<file path="config.mk">
export PLATFORM = sky130hd
export DESIGN_NAME = fp16_norm_round_flat
export DESIGN_NICKNAME = d
export VERILOG_FILES = /design/src/rtl/fp16_norm_round_pkg.sv /design/src/rtl/fp16_norm_round_if.sv /design/src/rtl/fp16_norm_round_lzc.sv /design/src/rtl/fp16_norm_round.sv /design/src/flat_wrapper.sv
export SDC_FILE = /design/constraint.sdc
export NUM_CORES = 1
export LEC_CHECK = 0
export CAP_MARGIN = 10
export CORE_MARGIN = 2
export CORE_UTILIZATION = 40
export DETAILED_ROUTE_END_ITERATION = 8
export GPL_TIMING_DRIVEN = 0
export HOLD_SLACK_MARGIN = 0.03
export PLACE_DENSITY = 0.62
export SLEW_MARGIN = 20
export SYNTH_ARGS = -nofsm -noshare
export SYNTH_HDL_FRONTEND = slang
export SYNTH_HIERARCHICAL = 1
export SYNTH_SLANG_ARGS = --single-unit
</file>
<file path="constraint.sdc">
create_clock -name clk -period 5.9 [get_ports clk]
set_input_delay 1.18 -clock clk [delete_from_list [all_inputs] [get_ports clk]]
set_output_delay 1.18 -clock clk [all_outputs]
set_load 0.02 [all_outputs]
</file>
<file path="src/rtl/fp16_norm_round_pkg.sv">
// Shared types and constants for the fp16 post-add normalize/round/pack stage.
package fp16_pkg;

  typedef enum logic [1:0] {
    FP_FINITE = 2'b00,
    FP_INF    = 2'b01,
    FP_NAN    = 2'b10,
    FP_RSVD   = 2'b11
  } fp_kind_e;

  localparam int unsigned FP16_BIAS    = 15;
  localparam int unsigned FP16_EXP_MAX = 31;
  localparam logic [15:0] FP16_QNAN    = 16'h7E00;

  // One bit wider than the incoming exponent so normalization never wraps.
  localparam int unsigned FP_EXP_W = 8;

  typedef struct packed {
    logic                       sign;
    logic signed [FP_EXP_W-1:0] exp;
    logic [12:0]                n;
    logic                       s;
    fp_kind_e                   kind;
    logic                       zero;
  } s1_t;

endpackage

</file>
<file path="src/rtl/fp16_norm_round_if.sv">
// Upstream sum / downstream result handshake bundle for fp16_norm_round.
interface fp16_norm_round_if #(
  parameter int unsigned EXP_IN_W = 7
);
  logic                in_valid;
  logic                in_ready;
  logic                in_sign;
  logic [EXP_IN_W-1:0] in_exp;
  logic [13:0]         in_mant;
  logic                in_sticky;
  logic [1:0]          in_kind;
  logic                out_valid;
  logic                out_ready;
  logic [15:0]         out_result;
  logic                out_ovf;
  logic                out_unf;
  logic                out_inexact;

  modport master (
    output in_valid, in_sign, in_exp, in_mant, in_sticky, in_kind, out_ready,
    input  in_ready, out_valid, out_result, out_ovf, out_unf, out_inexact
  );

  modport slave (
    input  in_valid, in_sign, in_exp, in_mant, in_sticky, in_kind, out_ready,
    output in_ready, out_valid, out_result, out_ovf, out_unf, out_inexact
  );
endinterface

</file>
<file path="src/rtl/fp16_norm_round_lzc.sv">
// 13-bit leading-zero counter; reports 13 when the input is all zero.
module fp16_lzc13 (
  input  logic [12:0] mant_i,
  output logic [3:0]  lzc_o
);

  always_comb begin
    lzc_o = 4'd13;
    // Ascending scan: the highest set bit is the last to win.
    for (int i = 0; i < 13; i++) begin
      if (mant_i[i]) lzc_o = 4'(12 - i);
    end
  end

endmodule

</file>
<file path="src/rtl/fp16_norm_round.sv">
// Two-stage normalize then round-to-nearest-even/pack of an unnormalized fp16 sum,
// with valid/ready backpressure at both stages.
module fp16_norm_round
  import fp16_pkg::*;
#(
  parameter int unsigned EXP_IN_W = 7,
  parameter int unsigned BIAS     = FP16_BIAS,
  parameter logic [15:0] QNAN     = FP16_QNAN
) (
  input logic             clk,
  input logic             rst,
  fp16_norm_round_if.slave bus
);

  localparam int ExpMax = 2 * BIAS + 1;

  logic adv1, adv2;

  logic s1_valid_q, s1_valid_d;
  s1_t  s1_q, s1_d, s1_new;

  logic        out_valid_q, out_valid_d;
  logic [15:0] out_result_q, out_result_d;
  logic        out_ovf_q, out_ovf_d;
  logic        out_unf_q, out_unf_d;
  logic        out_inexact_q, out_inexact_d;

  assign adv2         = !out_valid_q || bus.out_ready;
  assign adv1         = !s1_valid_q || adv2;
  assign bus.in_ready = adv1 && !rst;

  // ---------------------------------------------------------------- stage 1: normalize
  logic [3:0]                 lzc;
  logic signed [EXP_IN_W-1:0] in_exp_s;
  logic signed [FP_EXP_W-1:0] exp_ext;

  assign in_exp_s = bus.in_exp;
  assign exp_ext  = FP_EXP_W'(in_exp_s);

  fp16_lzc13 u_lzc (
    .mant_i (bus.in_mant[12:0]),
    .lzc_o  (lzc)
  );

  always_comb begin
    s1_new      = '0;
    s1_new.sign = bus.in_sign;
    s1_new.kind = fp_kind_e'(bus.in_kind);
    s1_new.zero = (bus.in_mant == 14'h0) && !bus.in_sticky;
    if (bus.in_mant[13]) begin
      s1_new.n   = bus.in_mant[13:1];
      s1_new.s   = bus.in_mant[1] | bus.in_mant[0] | bus.in_sticky;
      s1_new.exp = exp_ext + FP_EXP_W'(1);
    end else begin
      s1_new.n   = bus.in_mant[12:0] << lzc;
      s1_new.s   = s1_new.n[0] | bus.in_sticky;
      s1_new.exp = exp_ext - FP_EXP_W'(lzc);
    end
  end

  always_comb begin
    s1_valid_d = s1_valid_q;
    s1_d       = s1_q;
    if (adv1) begin
      s1_valid_d = bus.in_valid;
      if (bus.in_valid) s1_d = s1_new;
    end
  end

  always_ff @(posedge clk) begin
    if (rst) begin
      s1_valid_q <= 1'b0;
      s1_q       <= '0;
    end else begin
      s1_valid_q <= s1_valid_d;
      s1_q       <= s1_d;
    end
  end

  // ---------------------------------------------------------------- stage 2: round/pack
  logic [15:0]                res;
  logic                       res_ovf, res_unf, res_inexact;
  logic signed [FP_EXP_W-1:0] e1, e2;
  logic [10:0]                frac_sum;
  logic                       g, up;

  always_comb begin
    res         = 16'h0000;
    res_ovf     = 1'b0;
    res_unf     = 1'b0;
    res_inexact = 1'b0;
    e1          = s1_q.exp;
    g           = s1_q.n[1];
    up          = g && (s1_q.s || s1_q.n[2]);
    frac_sum    = {1'b0, s1_q.n[11:2]} + {10'b0, up};
    e2          = e1 + FP_EXP_W'(frac_sum[10]);
    unique case (s1_q.kind)
      FP_INF:         res = {s1_q.sign, 5'h1F, 10'h000};
      FP_NAN, FP_RSVD: res = QNAN;
      FP_FINITE: begin
        if (s1_q.zero) begin
          res = {s1_q.sign, 15'h0000};
        end else if (s1_q.n == 13'h0 || int'(e1) <= 0) begin
          // Tiny results (including sticky-only residue) flush; no subnormals.
          res         = {s1_q.sign, 15'h0000};
          res_unf     = 1'b1;
          res_inexact = 1'b1;
        end else if (int'(e2) >= ExpMax) begin
          res         = {s1_q.sign, 5'h1F, 10'h000};
          res_ovf     = 1'b1;
          res_inexact = 1'b1;
        end else begin
          res         = {s1_q.sign, e2[4:0], frac_sum[9:0]};
          res_inexact = g | s1_q.s;
        end
      end
      default: res = QNAN;
    endcase
  end

  always_comb begin
    out_valid_d   = out_valid_q;
    out_result_d  = out_result_q;
    out_ovf_d     = out_ovf_q;
    out_unf_d     = out_unf_q;
    out_inexact_d = out_inexact_q;
    if (adv2) begin
      out_valid_d = s1_valid_q;
      if (s1_valid_q) begin
        out_result_d  = res;
        out_ovf_d     = res_ovf;
        out_unf_d     = res_unf;
        out_inexact_d = res_inexact;
      end
    end
  end

  always_ff @(posedge clk) begin
    if (rst) begin
      out_valid_q   <= 1'b0;
      out_result_q  <= 16'h0000;
      out_ovf_q     <= 1'b0;
      out_unf_q     <= 1'b0;
      out_inexact_q <= 1'b0;
    end else begin
      out_valid_q   <= out_valid_d;
      out_result_q  <= out_result_d;
      out_ovf_q     <= out_ovf_d;
      out_unf_q     <= out_unf_d;
      out_inexact_q <= out_inexact_d;
    end
  end

  assign bus.out_valid   = out_valid_q;
  assign bus.out_result  = out_result_q;
  assign bus.out_ovf     = out_ovf_q;
  assign bus.out_unf     = out_unf_q;
  assign bus.out_inexact = out_inexact_q;

endmodule

</file>
<file path="src/flat_wrapper.sv">
// flat-port wrapper written by rule: the top's interface ports become plain ports
module fp16_norm_round_flat import fp16_pkg::*;
#(
  parameter int unsigned EXP_IN_W = 7,
  parameter int unsigned BIAS     = FP16_BIAS,
  parameter logic [15:0] QNAN     = FP16_QNAN
)
  (clk, rst, bus_in_valid, bus_in_sign, bus_in_exp, bus_in_mant, bus_in_sticky, bus_in_kind, bus_out_ready, bus_in_ready, bus_out_valid, bus_out_result, bus_out_ovf, bus_out_unf, bus_out_inexact);
  fp16_norm_round_if #(.EXP_IN_W(EXP_IN_W)) bus_i ();
  input logic clk;
  input logic rst;
  input wire logic [$bits(bus_i.in_valid)-1:0] bus_in_valid;
  input wire logic [$bits(bus_i.in_sign)-1:0] bus_in_sign;
  input wire logic [$bits(bus_i.in_exp)-1:0] bus_in_exp;
  input wire logic [$bits(bus_i.in_mant)-1:0] bus_in_mant;
  input wire logic [$bits(bus_i.in_sticky)-1:0] bus_in_sticky;
  input wire logic [$bits(bus_i.in_kind)-1:0] bus_in_kind;
  input wire logic [$bits(bus_i.out_ready)-1:0] bus_out_ready;
  output wire logic [$bits(bus_i.in_ready)-1:0] bus_in_ready;
  output wire logic [$bits(bus_i.out_valid)-1:0] bus_out_valid;
  output wire logic [$bits(bus_i.out_result)-1:0] bus_out_result;
  output wire logic [$bits(bus_i.out_ovf)-1:0] bus_out_ovf;
  output wire logic [$bits(bus_i.out_unf)-1:0] bus_out_unf;
  output wire logic [$bits(bus_i.out_inexact)-1:0] bus_out_inexact;
  assign bus_i.in_valid = bus_in_valid;
  assign bus_i.in_sign = bus_in_sign;
  assign bus_i.in_exp = bus_in_exp;
  assign bus_i.in_mant = bus_in_mant;
  assign bus_i.in_sticky = bus_in_sticky;
  assign bus_i.in_kind = bus_in_kind;
  assign bus_i.out_ready = bus_out_ready;
  assign bus_in_ready = bus_i.in_ready;
  assign bus_out_valid = bus_i.out_valid;
  assign bus_out_result = bus_i.out_result;
  assign bus_out_ovf = bus_i.out_ovf;
  assign bus_out_unf = bus_i.out_unf;
  assign bus_out_inexact = bus_i.out_inexact;
  fp16_norm_round #(.EXP_IN_W(EXP_IN_W), .BIAS(BIAS), .QNAN(QNAN)) u_core (.clk(clk), .rst(rst), .bus(bus_i));
endmodule
</file>
==> results.py, run 1 <==
metrics = {
    "timing": {
        "final.setup.tns_ns": 0,
        "layout_min_cycle_time_ns": 4.912,
        "rsz0062_at_grt": "no",
        "hold_violations": 0,
        "fin_crit_sh_pct": 83.25,
        "clock.fmax_mhz": 203.6,
        "clock_skew_ns": 0.005272,
        "setup_violations": 0,
        "slew_headroom_pct": 56.48,
        "slew_viol_final": 0,
        "worst_pin_slew_ns": 0.6479,
    },
    "clock_tree": {
        "cts-buffers-inserted": 5,
        "cts.clk_slew.worst_paths_ns": 0.08,
        "cts.sinks": 47,
        "cts_tree": "built",
        "post-cts-setup-buffers": 0,
        "holdBufCountCts": 0,
        "cts_resized": 0,
        "clockRootBuffer": "clkbuf_8",
        "clock_latency_ns": 0.29,
        "cts_buffer_depth": 2,
        "cts.htree.levels": 2,
    },
    "pwr": {
        "switching_power_uw": 240.8,
        "combPwrFrac_pct": 28.5,
        "clkPwrFrac_pct": 24.0,
        "p_per_area_nw_per_um2": 200.4,
        "seqPwrFrac_pct": 47.5,
        "p_int_uw": 518.8,
        "p_sw_share_pct": 31.70,
        "peakVddDrop_mv": 0.08938,
        "p_leak_uw": 0.001395,
    },
    "job": {
        "drv_cap": 0,
    },
    "drt": {
        "drtAntennaViolNets": 0,
        "dr_total_vias": 2946,
        "wire_per_inst_microns": 14.61,
        "drtIter0Drc": 179,
        "first_pass_iters": 4,
        "drc_errors": 0,
        "totalWireLength_mm": 8.049,
        "viasPerCell": 5.347,
    },
    "die": {
        "pin_count": 50,
        "rows": 32,
        "die_area_sq_um": 8448,
        "floorplan.initialDensity_pct": 40.64,
        "die_y_microns": 91.92,
        "coreArea_sq_um": 7607,
        "die_x_microns": 91.92,
    },
    "synth": {
        "synth_area_sq_um": 3092,
        "yosysUniqueCellTypes": 46,
        "async_reset_ff_share_pct": 0,
        "ys_ff_latch": 47,
        "yosysSeqAreaShare_pct": 30.43,
        "netlist.area_leader.share_pct": 30.43,
        "yosys.area.top_type": "dfxtp_1",
        "synth_common_cells": "47 x dfxtp_1, 44 x nand2_1, 41 x a21oi_1, 41 x nor2_1, 32 x o21ai_0",
        "ys_warn_count": 6,
        "synth-main-ff-cell": "dfxtp_1",
        "netlist_top_cells_area": "dfxtp_1 30%, a21oi_1 6.6%, nand2_1 5.3%, o21ai_0 5.2%, nor2_1 5.0%",
        "syn_avg_cell_area_sq_um": 7.887,
        "syn_nets": 434,
        "postSynthCellCount": 392,
        "yosysMostFrequentCell": "dfxtp_1",
        "synth_edf_count": 0,
    },
    "layout": {
        "nNetsFinal": 490,
        "final_util_pct": 49.84,
        "area_growth_pct": 22.62,
        "instances_no_fill": 551,
        "drive_gt1_share_pct": 6.904,
        "nFillCells": 752,
        "diodes": 0,
    },
    "placed_design": {
        "gp_congestion": 0.9105,
        "dp_hpwl_mm": 6.230,
        "portBuffers": 49,
        "dp.cells": 543,
    },
    "global_route": {
        "grt_overflow": 0,
        "grt_pass1_vias": 2800,
        "grt_util_all_layers_pct": 19.95,
        "grt_max_degree": 14,
        "antenna_found_initial": 0,
        "grt_pass1_wl_mm": 13.74,
    },
    "worst_setup_path": {
        "crit_fanout": 10,
        "start_kind": "primary input",
        "cp.arrival_ns": 5.08,
        "critPathKind": "primary input to register",
        "rr_worst_depth": 14,
        "crit_path_end_kind": "register",
        "critical_path_required_ns": 6.06,
    },
    "hold_path": {
        "worstHoldPathCells": 2,
        "worstHoldPathType": "register to register",
    },
    "status": {
        "status": "finished, final reports clean",
    },
}
-- cell usage in the layout, fill, tap and decap left out, types with 4 or more instances in the layout --
master and n:
a211oi_1 6, a21oi_1 41, a31oi_1 4, and3_1 5, buf_1 5, clkbuf_1 13, clkbuf_8 5, clkdlybuf4s50_1 49
dfxtp_1 47, ha_1 12, inv_1 14, mux2i_1 15, mux4_2 6, nand2_1 44, nand3_1 12, nor2_1 41
nor2b_1 8, nor3_1 12, nor4_1 7, o21ai_0 32, o21ai_2 9, xnor2_1 9, xor2_1 10
-- power by group through the flow --
stage	combinational (uW)	clock (uW)	sequential [uW]
2_1_floorplan	134	0	369
3_5_place_dp	215	0	368
4_1_cts	216	192	360
3_3_place_gp	214	0	367
6_report	217	182	361
5_1_grt	244	203	364
-- per-layer routing --
layer  routed length (microns)  vias up  track usage, %
met3                       248        7           1.808
li1                          -     1523               -
met5                         0        -               0
met2                      3755       63           34.13
met4                       104        0           5.100
met1                      3942     1353           27.14
-- metrics by stage --
| stage | total power [uW] | hold WS, ns | cell area (sq um) | worst slack, ns |
|---|---|---|---|---|
| after global placement | 580.6 | 0.4391 | 3710 | 0.7103 |
| after floorplan | 503.6 | 0.4365 | 3092 | 1.841 |
| final | 759.6 | 0.4547 | 3791 | 0.9883 |
| after CTS | 768.2 | 0.4577 | 3791 | 1.031 |
| after global routing | 810.8 | 0.4763 | 3791 | 0.5664 |
| after detailed placement | 582.6 | 0.4407 | 3710 | 0.7372 |
-- final cells by class --
| class | instances | area [sq um] | area share, % |
|---|---|---|---|
| buffer | 19 | 83.83 | 2.211 |
| clock buffer | 7 | 76.32 | 2.013 |
| clock inverter | 1 | 5.005 | 0.1320 |
| inverter | 15 | 56.30 | 1.485 |
| multi-input combinational | 311 | 2011 | 53.04 |
| sequential | 47 | 940.9 | 24.82 |
| tap | 102 | 127.6 | 3.366 |
| timing repair buffer | 49 | 490.5 | 12.94 |
-- worst paths after layout --
path,slack [ns],start,endpoint
worst max-delay path,0.99,bus_in_mant[1],u_core/e1[7]$_SDFFE_PP0P_
worst max register to register,2.73,u_core/g$_SDFFE_PP0P_,u_core/bus.out_result[9]$_SDFFE_PP0P_
worst min-delay path,0.45,u_core/bus.out_ovf$_SDFFE_PP0P_,u_core/bus.out_ovf$_SDFFE_PP0P_
worst min register to register,0.45,u_core/bus.out_ovf$_SDFFE_PP0P_,u_core/bus.out_ovf$_SDFFE_PP0P_
-- critical path, stage by stage --
cell and delay [ns]:
clkdlybuf4s50_1 0.65, nor2_1 0.11, o31ai_1 0.20, a211oi_1 0.10, nor3_1 0.52, clkbuf_1 0.44
nor3_1 0.17, ha_1 0.30, nor2b_1 0.13, ha_1 0.32, nor2_1 0.10, nor2_1 0.06
a2111oi_0 0.41, nor3_1 0.14, xnor2_1 0.18, a21oi_1 0.08
-- sequential cells by signal, summed over array words and instances (netlist names) --
signal,flops
u_core/bus.out_valid,1
u_core/e1,8
u_core/bus.out_ovf,1
u_core/s1_q,17
u_core/g,1
u_core/bus.out_inexact,1
u_core/bus.out_result,16
u_core/s1_valid_q,1
u_core/bus.out_unf,1
-- kinds of logic after synthesis --
group	count (synthesis)	share of synthesized area, %
buf+inv	34	4.532
fa+ha+maj	13	5.504
mux	24	10.32
xor+xnor	19	5.382
flops	47	30.43
compound gates	107	21.12
simple gates	148	22.70
(Power assumes the default switching activity.)
==> inputs of run 2 (changes only) <==
Settings changed: PLACE_DENSITY 0.62 to 0.64.
Clock period 5.9 ns to 4.12 ns, I/O delays scaled along.
==> results.py, run 2 (synthesis gave the netlist of run 1 again) <==
metrics = {
    "status": {
        "status": "finished, final reports clean",
    },
    "global_route": {
        "grt_pass1_vias": 2795,
        "grt_util_all_layers_pct": 19.80,
        "antenna_found_initial": 0,
        "grt_pass1_wl_mm": 13.61,
        "grt_max_degree": 16,
        "grt_overflow": 0,
    },
    "timing": {
        "clock.fmax_mhz": 255.2,
        "layout_min_cycle_time_ns": 3.918,
        "hold_violations": 0,
        "slew_headroom_pct": 57.83,
        "setup_violations": 0,
        "slew_viol_final": 0,
        "setup_ws_ns": 0.2021,
        "clock_skew_ns": 0.008776,
        "worst_pin_slew_ns": 0.6303,
        "fin_crit_sh_pct": 95.09,
    },
    "worst_setup_path": {
        "rr_startpoint": "u_core/g$_SDFFE_PP0P_",
        "cp_slowest_cell": "a2111oi_1",
        "crit_fanout": 10,
        "worstPathCellList": "clkdlybuf4s15_1 -> nor2_2 -> o31ai_2 -> a211oi_2 -> nor3_2 -> buf_4 -> clkbuf_2 -> nor3_4 -> ha_1 -> nor2b_1 -> ha_1 -> nor2_1 -> nor2_1 -> a2111oi_1 -> nor3_1 -> xnor2_1 -> a21oi_1",
        "cp.arrival_ns": 4.08,
        "cp_top_family": "simple AND/OR/NAND/NOR gates",
        "critical_path_required_ns": 4.28,
        "reg2reg_to": "u_core/bus.out_result[9]$_SDFFE_PP0P_",
        "r2r_slack_ns": 0.92,
        "path_buf_inv": 3,
        "start_kind": "primary input",
        "rr_worst_depth": 14,
        "crit_path_end_kind": "register",
        "slowest_delay_ns": 0.41,
        "crit_end": "u_core/e1[7]$_SDFFE_PP0P_",
        "cp_num_cells": 17,
        "critPathKind": "primary input to register",
        "startpoint": "bus_in_mant[1]",
    },
    "pwr": {
        "p_per_area_nw_per_um2": 301.3,
        "peakVddDrop_mv": 0.1412,
        "p_leak_uw": 0.001505,
        "fin_total_pwr_uw": 1173,
    },
    "placed_design": {
        "portBuffers": 49,
        "dp.cells": 543,
        "dp_hpwl_mm": 6.236,
        "gp_congestion": 0.8767,
        "dpl_worst_slack_ns": -0.7747,
    },
    "clock_tree": {
        "cts.htree.levels": 2,
        "clock_latency_ns": 0.30,
        "cts_buffer_depth": 2,
        "cts.clk_slew.worst_paths_ns": 0.09,
        "cts.sinks": 47,
        "holdBufCountCts": 0,
        "cts_tree": "built",
        "cts-buffers-inserted": 5,
        "clockRootBuffer": "clkbuf_8",
    },
    "drt": {
        "drtAntennaViolNets": 0,
        "totalWireLength_mm": 8.184,
        "viasPerCell": 5.500,
        "dr_total_vias": 3036,
        "drc_errors": 0,
        "drtIter0Drc": 180,
        "wire_per_inst_microns": 14.83,
        "first_pass_iters": 4,
    },
    "die": {
        "die_y_microns": 91.92,
        "coreArea_sq_um": 7607,
        "die_area_sq_um": 8448,
        "pin_count": 50,
        "die_x_microns": 91.92,
        "floorplan.initialDensity_pct": 40.64,
        "rows": 32,
    },
    "layout": {
        "nNetsFinal": 491,
        "area_growth_pct": 25.90,
        "top_register": "u_core/s1_q",
        "layout_commonest_cell": "dfxtp_1",
        "drive_gt1_share_pct": 9.778,
        "instances_no_fill": 552,
        "largest_reg_flops": 17,
        "diodes": 0,
        "nFillCells": 751,
        "final_util_pct": 51.17,
        "seq_area_sq_um": 940.9,
        "multi_input_area_sq_um": 2048,
        "final_cell_mix": "47 x dfxtp_1, 44 x nand2_1, 41 x a21oi_1, 39 x nor2_1, 36 x clkdlybuf4s50_1",
    },
    "hold_path": {
        "worstHoldPathType": "register to register",
    },
    "job": {
        "drv_cap": 0,
    },
}
==> run 2: changes by cell type in the layout (fill, tap and decap cells not counted), sizes merged <==
cell / change
clkdlybuf4s50: -13
dlygate4sd2: +6
dlymetal6s2s: +6
buf: +1
bufinv: +1
clkbuf: -1
clkdlybuf4s15: +1
==> run 2: tightest hold or removal path, cell delays in order, from the launching register on <==
cell	delay, ns
dfxtp_1	0.31
nand2_1	0.05
a21oi_1	0.05
==> run 2: per-layer routing <==
metal	vias up	wire [microns]	share of wire, %	GRT usage [%]
met5	-	0	0	0
met4	0	61	0.75	4.975
met3	4	421	5.1	2.054
met2	92	3972	49	34.38
met1	1409	3729	46	26.34
li1	1531	-	-	-
==> run 2: how the worst min path moves through the flow <==
stage / start / to / cells past startpoint
floorplan: u_core/s1_q[25]$_SDFFE_PP0P_ / u_core/s1_q[25]$_SDFFE_PP0P_ / 2
global placement: u_core/bus.out_ovf$_SDFFE_PP0P_ / u_core/bus.out_ovf$_SDFFE_PP0P_ / 2
detailed placement: u_core/bus.out_result[1]$_SDFFE_PP0P_ / u_core/bus.out_result[1]$_SDFFE_PP0P_ / 2
CTS: u_core/bus.out_result[15]$_SDFFE_PP0P_ / u_core/bus.out_result[15]$_SDFFE_PP0P_ / 2
global route: u_core/bus.out_result[15]$_SDFFE_PP0P_ / u_core/bus.out_result[15]$_SDFFE_PP0P_ / 2
finish: u_core/bus.out_result[15]$_SDFFE_PP0P_ / u_core/bus.out_result[15]$_SDFFE_PP0P_ / 2
==> run 2: per-stage QoR <==
step / setup TNS [ns] / hold slack (ns) / cell area, sq um
floorplan: 0 / 0.4365 / 3092
global placement: -2.501 / 0.4385 / 3710
detailed placement: -2.957 / 0.4427 / 3710
CTS: 0 / 0.4561 / 3846
global route: -0.1023 / 0.4666 / 3892
finish: 0 / 0.4544 / 3892
==> run 2: repair_timing <==
action | in CTS | in global routing
setup endpoints to repair | 5 | 3
endpoints found under the hold margin | 0 | 0
setup buffers | 2 | 0
pin swaps | 1 | 0
gates resized for setup | 14 | 17
==> run 2: report_power, final <==
part	internal (uW)	switching [uW]
combinational	140	174
sequential	484	32.0
clock	196	146
==> run 2: layout make-up <==
type	count	area share, %
Buffer	18	2.282
Clock buffer	6	2.122
Clock inverter	2	0.9000
Inverter	15	1.446
Multi-Input combinational cell	311	52.62
Sequential cell	47	24.17
Tap cell	102	3.279
Timing Repair Buffer	51	13.18
==> inputs of run 3 (changes only) <==
Settings changed: CORE_UTILIZATION 40 to 30, PLACE_DENSITY 0.64 to 0.51, REMOVE_ABC_BUFFERS set to 1.
==> results.py, run 3 (synthesis gave the netlist of run 1 again) <==
metrics = {
    "die": {
        "die_x_microns": 105.5,
        "rows": 37,
        "floorplan.initialDensity_pct": 30.36,
        "die_area_sq_um": 11130,
        "pin_count": 50,
        "coreArea_sq_um": 10180,
        "die_y_microns": 105.5,
    },
    "hold_path": {
        "worst_hold_startpoint": "u_core/bus.out_ovf$_SDFFE_PP0P_",
        "worstHoldPathType": "register to register",
        "hold_end": "u_core/bus.out_ovf$_SDFFE_PP0P_",
        "worstHoldPathCells": 2,
    },
    "timing": {
        "layout_min_cycle_time_ns": 3.865,
        "setup_ws_ns": 0.2547,
        "clock_skew_ns": 0.002617,
        "setup_violations": 0,
        "rsz0062_at_grt": "no",
        "fin_crit_sh_pct": 93.82,
        "clock.fmax_mhz": 258.7,
        "worst_pin_slew_ns": 1.018,
        "slew_viol_final": 0,
        "hold_violations": 0,
        "slew_headroom_pct": 32.15,
    },
    "layout": {
        "instances_no_fill": 573,
        "drive_gt1_share_pct": 10.98,
        "top_register": "u_core/s1_q",
        "area_growth_pct": 26.59,
        "final_cell_mix": "47 x dfxtp_1, 44 x nand2_1, 40 x a21oi_1, 38 x nor2_1, 36 x clkdlybuf4s50_1",
        "layout_commonest_cell": "dfxtp_1",
        "largest_reg_flops": 17,
        "nNetsFinal": 478,
        "diodes": 0,
    },
    "worst_setup_path": {
        "reg2reg_to": "u_core/bus.out_result[9]$_SDFFE_PP0P_",
        "cp.arrival_ns": 4.00,
        "cp_top_family": "simple AND/OR/NAND/NOR gates",
        "crit_fanout": 11,
        "cp_slowest_cell": "clkdlybuf4s50_1",
        "worstPathCellList": "clkdlybuf4s50_1 -> or4_4 -> a31oi_4 -> buf_6 -> nor3_4 -> ha_1 -> nor2b_1 -> ha_1 -> nor2_1 -> nor2_1 -> a2111oi_2 -> nor3_1 -> xnor2_1 -> a21oi_1",
        "crit_path_end_kind": "register",
        "rr_worst_depth": 13,
        "critPathKind": "primary input to register",
        "slowest_delay_ns": 0.60,
        "critical_path_required_ns": 4.26,
        "r2r_slack_ns": 0.72,
        "rr_startpoint": "u_core/g$_SDFFE_PP0P_",
        "startpoint": "bus_in_mant[11]",
        "start_kind": "primary input",
        "path_buf_inv": 2,
    },
    "clock_tree": {
        "cts_buffer_depth": 2,
        "holdBufCountCts": 0,
        "cts.sinks": 47,
        "cts_tree": "built",
        "cts-buffers-inserted": 5,
        "clockRootBuffer": "clkbuf_8",
        "cts.htree.levels": 2,
        "clock_latency_ns": 0.29,
        "cts.clk_slew.worst_paths_ns": 0.08,
    },
    "drt": {
        "wire_per_inst_microns": 14.47,
        "viasPerCell": 5.159,
        "drtAntennaViolNets": 0,
        "drc_errors": 0,
        "dr_total_vias": 2956,
        "totalWireLength_mm": 8.293,
        "first_pass_iters": 4,
        "drtIter0Drc": 170,
    },
    "pwr": {
        "fin_total_pwr_uw": 1132,
        "p_per_area_nw_per_um2": 289.2,
        "p_leak_uw": 0.001498,
        "peakVddDrop_mv": 0.1297,
    },
    "placed_design": {
        "dpl_worst_slack_ns": -1.009,
        "dp.cells": 560,
        "dp_hpwl_mm": 5.999,
        "gp_congestion": 0.8447,
        "portBuffers": 49,
    },
    "global_route": {
        "antenna_found_initial": 0,
        "grt_overflow": 0,
        "grt_pass1_vias": 2808,
        "grt_util_all_layers_pct": 14.97,
        "grt_pass1_wl_mm": 13.74,
        "grt_max_degree": 30,
    },
    "job": {
        "drv_cap": 0,
    },
    "status": {
        "status": "finished, final reports clean",
    },
}
-- run 3: changes by cell type in the layout (fill, tap and decap cells not counted), moves of 2 or more --
cell,before,now
clkbuf_1,7,1
buf_1,5,0
buf_4,3,5
clkbuf_2,2,0
clkbuf_4,2,0
dlygate4sd2_1,6,4
dlymetal6s2s_1,6,8
-- run 3: final cells by class --
cell class / count / area, sq um
Multi-Input combinational cell: 311 / 2086
Timing Repair Buffer: 56 / 560.5
Sequential cell: 47 / 940.9
Fill cell: 1050 / 6271
Clock buffer: 8 / 100.1
Inverter: 15 / 56.30
Tap cell: 136 / 170.2
-- run 3: metal layers --
| metal | share of wire, % | routed length (microns) | track usage [%] |
|---|---|---|---|
| met3 | 5.2 | 433 | 1.793 |
| met5 | 0 | 0 | 0 |
| met2 | 44 | 3665 | 23.46 |
| met1 | 49 | 4036 | 21.41 |
| met4 | 1.9 | 157 | 4.793 |
-- run 3: worst max path at each step --
stage / endpoint / slack, ns / depth (start not counted)
floorplan: u_core/e1[6]$_SDFFE_PP0P_ / -0.19 / 13
global placement: u_core/e1[7]$_SDFFE_PP0P_ / -1.53 / 16
detailed placement: u_core/e1[7]$_SDFFE_PP0P_ / -1.01 / 16
CTS: u_core/e1[7]$_SDFFE_PP0P_ / 0.04 / 15
global route: u_core/e1[7]$_SDFFE_PP0P_ / 0.003 / 13
finish: u_core/e1[7]$_SDFFE_PP0P_ / 0.25 / 14
-- run 3: what timing repair did --
action | CTS | global route
pin swaps | 1 | 1
endpoints found under the setup margin | 6 | 2
gates cloned | 0 | 0
buffers inserted | 3 | 2
resized for setup | 13 | 13
-- run 3: power breakdown --
group	internal, uW	total (uW)	switching, uW
Clock	153	299	146
Sequential	484	516	31.7
Combinational	140	317	177
-- run 3: worst reg2reg max path, stage by stage, from the launching register on --
cell     delay [ns]
dfxtp_1        0.40
and2_1         0.20
ha_1           0.20
nand3_1        0.12
nor2_1         0.21
and3_1         0.23
ha_1           0.22
ha_1           0.23
xor2_1         0.19
and3_2         0.21
nand3_1        0.09
a31oi_2        0.31
or3_1          0.54
o22ai_4        0.13
-- run 3: per-stage QoR --
stage | hold slack (ns) | area [sq um] | util (%) | setup TNS [ns]
after floorplan | 0.4305 | 3008 | - | -0.3885
after global placement | 0.4398 | 3669 | 36.02 | -12.25
after detailed placement | 0.4445 | 3706 | 36.39 | -4.317
after CTS | 0.4564 | 3865 | 37.95 | 0
after global routing | 0.4774 | 3914 | 38.43 | 0
final | 0.4544 | 3914 | 38.43 | 0
